==> config.mk <==
export PLATFORM = sky130hd
export DESIGN_NAME = sccb_write_arbiter
export DESIGN_NICKNAME = d
export VERILOG_FILES = /design/src/rtl/sccb_write_arbiter.sv
export SDC_FILE = /design/constraint.sdc
export NUM_CORES = 1
export LEC_CHECK = 0
export ABC_CLOCK_PERIOD_IN_PS = 4750
export BUFFER_PORTS_ARGS = -buffer_cell sky130_fd_sc_hd__buf_4
export CORE_MARGIN = 5
export CORE_UTILIZATION = 56
export CTS_CLUSTER_DIAMETER = 40
export DETAILED_ROUTE_END_ITERATION = 10
export GPL_TIMING_DRIVEN = 0
export PLACE_DENSITY = 0.84
export SLEW_MARGIN = 20
export SYNTH_ARGS = -nofsm -noshare
export SYNTH_HDL_FRONTEND = slang
export SYNTH_SLANG_ARGS = --single-unit
==> constraint.sdc <==
create_clock -name sys_clk -period 4.75 [get_ports sys_clk]
set_input_delay 0.475 -clock sys_clk [delete_from_list [all_inputs] [get_ports sys_clk]]
set_output_delay 0.475 -clock sys_clk [all_outputs]
set_load 0.01 [all_outputs]
==> src/rtl/sccb_write_arbiter.sv <==
// Round-robin arbiter sharing the SCCB register-write engine between the host
// path (port 0) and the AE/AF tuning path (port 1), with retry, timeout and bus-idle gap.
//
// state     | meaning
// S_IDLE    | waiting for init_done, engine idle and a request
// S_LAUNCH  | one-cycle eng_start with latched addr/data
// S_WAIT    | waiting for eng_done or timeout
// S_GAP     | enforced bus-idle gap before next launch
module sccb_write_arbiter #(
  parameter int TIMEOUT_CYCLES = 100000,
  parameter int GAP_CYCLES     = 2048,
  parameter int MAX_RETRY      = 2
) (
  input  logic        sys_clk,
  input  logic        sys_rst,
  input  logic        init_done,
  input  logic        r0_req,
  input  logic [15:0] r0_addr,
  input  logic [7:0]  r0_data,
  output logic        r0_ack,
  output logic        r0_err,
  input  logic        r1_req,
  input  logic [15:0] r1_addr,
  input  logic [7:0]  r1_data,
  output logic        r1_ack,
  output logic        r1_err,
  output logic        eng_start,
  output logic [15:0] eng_addr,
  output logic [7:0]  eng_data,
  input  logic        eng_busy,
  input  logic        eng_done,
  input  logic        eng_nack,
  output logic        arb_busy,
  output logic        owner,
  output logic [7:0]  err_count
);

  localparam int TO_W  = $clog2(TIMEOUT_CYCLES + 1);
  localparam int GAP_W = $clog2(GAP_CYCLES + 1);
  // Loaded in LAUNCH; the terminal count lands TIMEOUT_CYCLES-1 cycles after launch
  localparam logic [TO_W-1:0]  TO_LOAD   = TO_W'(TIMEOUT_CYCLES - 2);
  localparam logic [GAP_W-1:0] GAP_LOAD  = GAP_W'(GAP_CYCLES - 1);
  localparam logic [2:0]       RETRY_LIM = 3'(MAX_RETRY);

  typedef enum logic [1:0] {S_IDLE, S_LAUNCH, S_WAIT, S_GAP} state_t;

  state_t            state, state_nxt;
  logic              last_owner;
  logic [2:0]        retry_cnt;
  logic              retry_pend;
  logic [TO_W-1:0]   to_cnt;
  logic [GAP_W-1:0]  gap_cnt;

  logic grant, grant_port, done_ok, done_retry, fail;

  always_ff @(posedge sys_clk or posedge sys_rst) begin
    if (sys_rst) state <= S_IDLE;
    else         state <= state_nxt;
  end

  always_comb begin
    state_nxt  = state;
    grant      = 1'b0;
    grant_port = 1'b0;
    done_ok    = 1'b0;
    done_retry = 1'b0;
    fail       = 1'b0;
    case (state)
      S_IDLE: begin
        if (init_done && !eng_busy && (r0_req || r1_req)) begin
          grant      = 1'b1;
          // On a tie the port that did not win last time is served
          grant_port = r1_req && (!r0_req || !last_owner);
          state_nxt  = S_LAUNCH;
        end
      end
      S_LAUNCH: state_nxt = S_WAIT;
      S_WAIT: begin
        if (eng_done) begin
          if (!eng_nack)                  done_ok    = 1'b1;
          else if (retry_cnt < RETRY_LIM) done_retry = 1'b1;
          else                            fail       = 1'b1;
          state_nxt = S_GAP;
        end else if (to_cnt == '0) begin
          fail      = 1'b1;
          state_nxt = S_GAP;
        end
      end
      S_GAP: begin
        if (gap_cnt == '0) state_nxt = retry_pend ? S_LAUNCH : S_IDLE;
      end
      default: state_nxt = S_IDLE;
    endcase
  end

  always_ff @(posedge sys_clk or posedge sys_rst) begin
    if (sys_rst) begin
      eng_addr   <= '0;
      eng_data   <= '0;
      owner      <= 1'b0;
      last_owner <= 1'b1;
      retry_cnt  <= '0;
      retry_pend <= 1'b0;
      to_cnt     <= '0;
      gap_cnt    <= '0;
      r0_ack     <= 1'b0;
      r0_err     <= 1'b0;
      r1_ack     <= 1'b0;
      r1_err     <= 1'b0;
      err_count  <= '0;
    end else begin
      if (grant) begin
        eng_addr   <= grant_port ? r1_addr : r0_addr;
        eng_data   <= grant_port ? r1_data : r0_data;
        owner      <= grant_port;
        last_owner <= grant_port;
        retry_cnt  <= '0;
      end

      if (state == S_LAUNCH) begin
        to_cnt     <= TO_LOAD;
        retry_pend <= 1'b0;
      end else if (state == S_WAIT && to_cnt != '0) begin
        to_cnt <= to_cnt - TO_W'(1);
      end

      if (done_retry) begin
        retry_cnt  <= retry_cnt + 3'd1;
        retry_pend <= 1'b1;
      end

      if (state_nxt == S_GAP && state != S_GAP)   gap_cnt <= GAP_LOAD;
      else if (state == S_GAP && gap_cnt != '0)   gap_cnt <= gap_cnt - GAP_W'(1);

      r0_ack <= done_ok && !owner;
      r1_ack <= done_ok &&  owner;
      r0_err <= fail    && !owner;
      r1_err <= fail    &&  owner;

      if (fail && err_count != 8'hFF) err_count <= err_count + 8'd1;
    end
  end

  assign eng_start = (state == S_LAUNCH);
  assign arb_busy  = (state != S_IDLE);

endmodule

## Yosys cells after proc, flatten, opt, wreduce, memory -nomap -nowiden

Cells that the tools add are included.

- Register bits after elaboration: 73
- Output and inout port bits: 39
- Bits of input ports: 56
- Word-level logic and storage cells: 84

- Reduce and logical (&&, ||, !) cells: 27
- Add/sub/neg operators: 4
- $lt $le $gt $ge: 1
- Muxes and demuxes: 32
- Equality and inequality tests: 6

Operator list:

| operator | number |
|---|---|
| $mux 17 | 2 |
| $mux 12 | 2 |
| $mux 1 | 19 |
| $logic_not 17->1 | 1 |
| $reduce_bool 17->1 | 1 |
| $sub 17x1->17 const B | 1 |
| $mux 16 | 1 |
| $logic_not 12->1 | 1 |
| $reduce_bool 12->1 | 1 |
| $sub 12x1->12 const B | 1 |
| $logic_and 1x1->1 | 11 |
| $reduce_bool 2->1 | 5 |
| $add 8x1->8 const B | 1 |
| $mux 2 | 4 |
| $mux 8 | 1 |
| $ne 8x8->1 const B | 1 |
| $pmux 2 s4 | 1 |
| $eq 2x2->1 const B | 3 |
| $mux 3 | 2 |
| $logic_not 1->1 | 4 |
| $add 3x1->3 const B | 1 |
| $lt 3x2->1 const B | 1 |
| $eq 2x1->1 const B | 1 |
| $logic_not 2->1 | 1 |
| other kinds (2) | 3 |

## Logic depth before layout (Yosys ltp)

- Depth in word-level cells: 8
- Gate-level depth with buffers: 8
- Gate-level depth less buffers: 7

## Worst setup path after synthesis

OpenSTA, ideal clock, no wires.

- Kind: register to register
- From: register to_cnt[0]
- To: register err_count[1]
- Arrival: 2165 ps
- Path buffers: 0
- Setup time: 125 ps
- Data required time: 4625 ps
- Cell stages (with the launch flop): 8
- Period minus slack after synthesis: 2290 ps
- Setup slack: 2460 ps
- Cell sequence: dfrtp_1 > inv_1 > ha_1 > or3b_1 > nor4_4 > a31oi_4 > nor2_1 > mux2_2

- Cells in the longest elaborated chain, start to end: 5

RTL lines:

| what | line | source |
|---|---|---|
| from (decl) | 51 | `logic [TO_W-1:0] to_cnt;` |
| from (signal assigned) | 124 | `to_cnt <= to_cnt - TO_W'(1);` |
| $logic_not 17->1 | 84 | `end else if (to_cnt == '0) begin` |
| $mux 1 | 84 |  |
| $mux 1 | 79 | `if (eng_done) begin` |
| $mux 1 | 68 | `case (state)` |
| $logic_and 1x1->1 | 140 | `if (fail && err_count != 8'hFF) err_count <= err_count + 8'd1;` |
| to (signal assigned) | 140 |  |
| to (decl) | 35 | `output logic [7:0] err_count` |

Every way passes these cells.
A chain may end at the register's enable or synchronous reset.

## Final worst setup path

Ends and elaborated chain as after synthesis.

==> run summary <==
Mapped Cells = 338
Minimum clock period after layout = 2.51 ns
WL per Instance = 16.0 µm
Layout area overhead = 30.5%
Hold-fix buffers, CTS = 0
Final Hold Fails = 0
Congestion Overflow GR = 0
Initial Utilization = 56.5%
Initial antenna violation count = 0
Via count = 2982
Slowest cell delay on critical path = 0.50 ns
Post-CTS sizing = 0
Setup Skew = 0.00914 ns
Layout cells sized above 1 = 28.7%
Drt first pass iters = 4
Fraction of registers with async set/reset = 100%
Max-Cap Viols = 0
Critical path startpoint category = flip-flop
Flop pwr share = 45.8%
Fmax = 0.399 GHz
Dominant synthesized flop cell = dfrtp_1
DRC viols = 0
First DRT Iteration DRCs = 153
Gpl congestion = 0.807
CTS tree = yes
Gate power share = 18.6%
Tcrit/Tclk final = 52.7%
Worst-path maximum fanout = 7
CP Data Arrival Time = 2.74 ns
DP Wirelength = 6.42 mm
Number of buffers created by CTS = 9
CTS Buffer Depth = 2
Critical Path RT = 4.98 ns
Worst-path clk slew = 0.08 ns
Via/cell ratio = 5.67
Clk sink count = 73
Worst Hold Class = input port to asynchronous set/reset pin
Routed Antenna Nets = 0
Max stage delay cell, worst path = nor4_4
Final setup TNS = 0 ns
Switching share of power = 27.9%
Vias in the first global route = 3084
Pin count of the biggest net entering global routing = 53
Die Y = 89.3 µm
Core area = 6240 µm²
First-pass GRT wire length = 14.3 mm
I/O pin count = 95
Pins Over Slew Limit = 0
Crit. End Element = flip-flop
#FFs+latches synth = 73
Slew @ Worst Pin = 0.684 ns
Die X = 89.3 µm
Setup CP Type = flip-flop to flip-flop
Relative slew slack = 54.1%
Sequential-to-total area share from yosys stat = 51.9%
Setup bufs post-CTS = 0
Final wirelength = 8.43 mm
Leakage = 2.16 nW
Final net count = 505
Die ar. = 7980 µm²
Post-synth design cell area = 3520 µm²
Gr usage total = 23.3%
Synth Net Count = 399
Diode count = 0
Status = complete, no violations
NetSw = 0.000461 W
Syn. warnings = 0
Clk Latency, worst-skew pair = 0.34 ns
Tot Pwr = 0.00165 W
Peak VDD IR = 0.342 mV
CTS root buffer = clkbuf_8
Internal = 0.00119 W
H-tree levels = 3
Site row count = 29
Input/output buffers = 94
Setup violators final = 0
PwrDens = 360 nW/µm²
CP cell instances = inv_1 -> ha_1 -> or3b_1 -> nor4_4 -> a31oi_4 -> nor2_1 -> mux2_2
Avg Inst Size Synth = 10.4 µm²
Clock group share of total power = 35.6%
Cell variety after synth = 51
RSZ-0062 raised after global routing = false
Post-synth EDFFs = 0
[power groups by stage]
| stage | clock network, W | registers [W] | logic [W] |
|---|---|---|---|
| after floorplan | 0 | 0.000757 | 0.000188 |
| after global placement | 0 | 0.000760 | 0.000282 |
| after detailed placement | 0 | 0.000767 | 0.000308 |
| after CTS | 0.000593 | 0.000757 | 0.000311 |
| after global routing | 0.000626 | 0.000771 | 0.000346 |
| final | 0.000589 | 0.000757 | 0.000308 |
[layout by cell type (no fill, tap or decap), drive strengths merged, types with 10 or more instances in the layout]
cell type  count
buf           99
dfrtp         72
nand2         53
o21ai         32
mux2i         27
clkbuf        17
nor2          15
xor2          11
nor4          11
nor3          10
[logic make-up (layout without fill, tap and decap cells)]
family / Yosys count / in the layout / share of synthesized area, %
buffers and inverters: 20 / 131 / 2.38
and+or+nand+nor: 128 / 128 / 18.5
AOI/OAI and AO/OA: 61 / 61 / 11.6
muxes: 31 / 31 / 8.95
adders and majority gates: 5 / 5 / 1.78
DFF: 73 / 73 / 51.9
xor gates and xnor gates: 20 / 20 / 4.97
[critical path: cells and delay by family, from the launching register on]
family / cells / cell delay [ns]
and+or+nand+nor: 3 / 1.12
DFF: 1 / 0.41
muxes: 1 / 0.35
adders and majority gates: 1 / 0.24
AOI/OAI and AO/OA: 1 / 0.19
buffers and inverters: 1 / 0.09
[path summary, 6_finish.rpt]
check                                           endpoint  slack, ns               startpoint  cells past startpoint
worst max-delay path            err_count[1]$_DFFE_PP0P_       2.24    to_cnt[0]$_DFFE_PP0P_                      7
worst min-delay path             eng_addr[0]$_DFFE_PP0P_       0.08                  sys_rst                      2
worst max register to register  err_count[1]$_DFFE_PP0P_       2.24    to_cnt[0]$_DFFE_PP0P_                      7
worst min register to register   eng_data[6]$_DFFE_PP0P_       0.48  eng_data[6]$_DFFE_PP0P_                      2
max in group asynchronous         last_owner$_DFFE_PP1P_       4.08                  sys_rst                      3
min in group sys_clk                    r0_ack$_DFF_PP0_       0.34                 eng_nack                      2
[cell usage after synthesis (3+ instances only)]
cell type	n	share of area, %
dfrtp_1	72	51
mux2i_1	27	7.7
or3_1	5	0.89
nand2_1	53	5.6
mux2_2	4	1.3
o21ai_0	30	4.3
a21oi_1	5	0.71
nor3b_1	4	0.85
nor3_1	10	1.4
xnor2_1	9	2.2
nand2b_1	3	0.53
inv_1	8	0.85
o311ai_0	4	0.99
nand4_1	5	0.89
nor2_1	15	1.6
ha_1	5	1.8
xor2_1	11	2.7
nand3_1	9	1.3
o41ai_1	3	0.75
clkbuf_1	7	0.75
nor4_1	10	1.8
[sequential cells by signal, indices dropped and copies added (netlist names)]
signal and count:
r1_err 1, state 2, last_owner 1, gap_cnt 12
err_count 8, r0_err 1, eng_addr 16, r1_ack 1
eng_data 8, to_cnt 17, retry_cnt 3, retry_pend 1
r0_ack 1, owner 1
[layout make-up]
class,count,area (µm²)
Multi-Input combinational cell,245,1610
Timing Repair Buffer,95,733
Clock buffer,10,128
Sequential cell,73,1830
Buffer,12,53.8
Inverter,8,32.5
Fill cell,458,1640
Tap cell,77,96.3
Clock inverter,6,115
[per-stage QoR]
| stage | hold WS (ns) | utilization (%) | cell area [µm²] | setup slack (ns) | std cells |
|---|---|---|---|---|---|
| 2_1_floorplan | 0.448 | - | 3520 | 2.42 | 338 |
| 3_3_place_gp | 0.463 | 69.3 | 4330 | 1.61 | 509 |
| 3_5_place_dp | 0.461 | 69.8 | 4360 | 2.27 | 510 |
| 4_1_cts | 0.0869 | 73.7 | 4600 | 2.24 | 526 |
| 5_1_grt | 0.0928 | 73.7 | 4600 | 2.06 | 526 |
| 6_report | 0.0820 | 73.7 | 4600 | 2.24 | 526 |
[metal layers]
metal | global-route usage [%] | vias to the layer above | routed length, µm
met5 | 0 | - | 0
met4 | 7.71 | 0 | 129
met2 | 39.1 | 104 | 4200
li1 | - | 1421 | -
met3 | 7.65 | 15 | 732
met1 | 28.2 | 1442 | 3370
(Power assumes the default switching activity.)
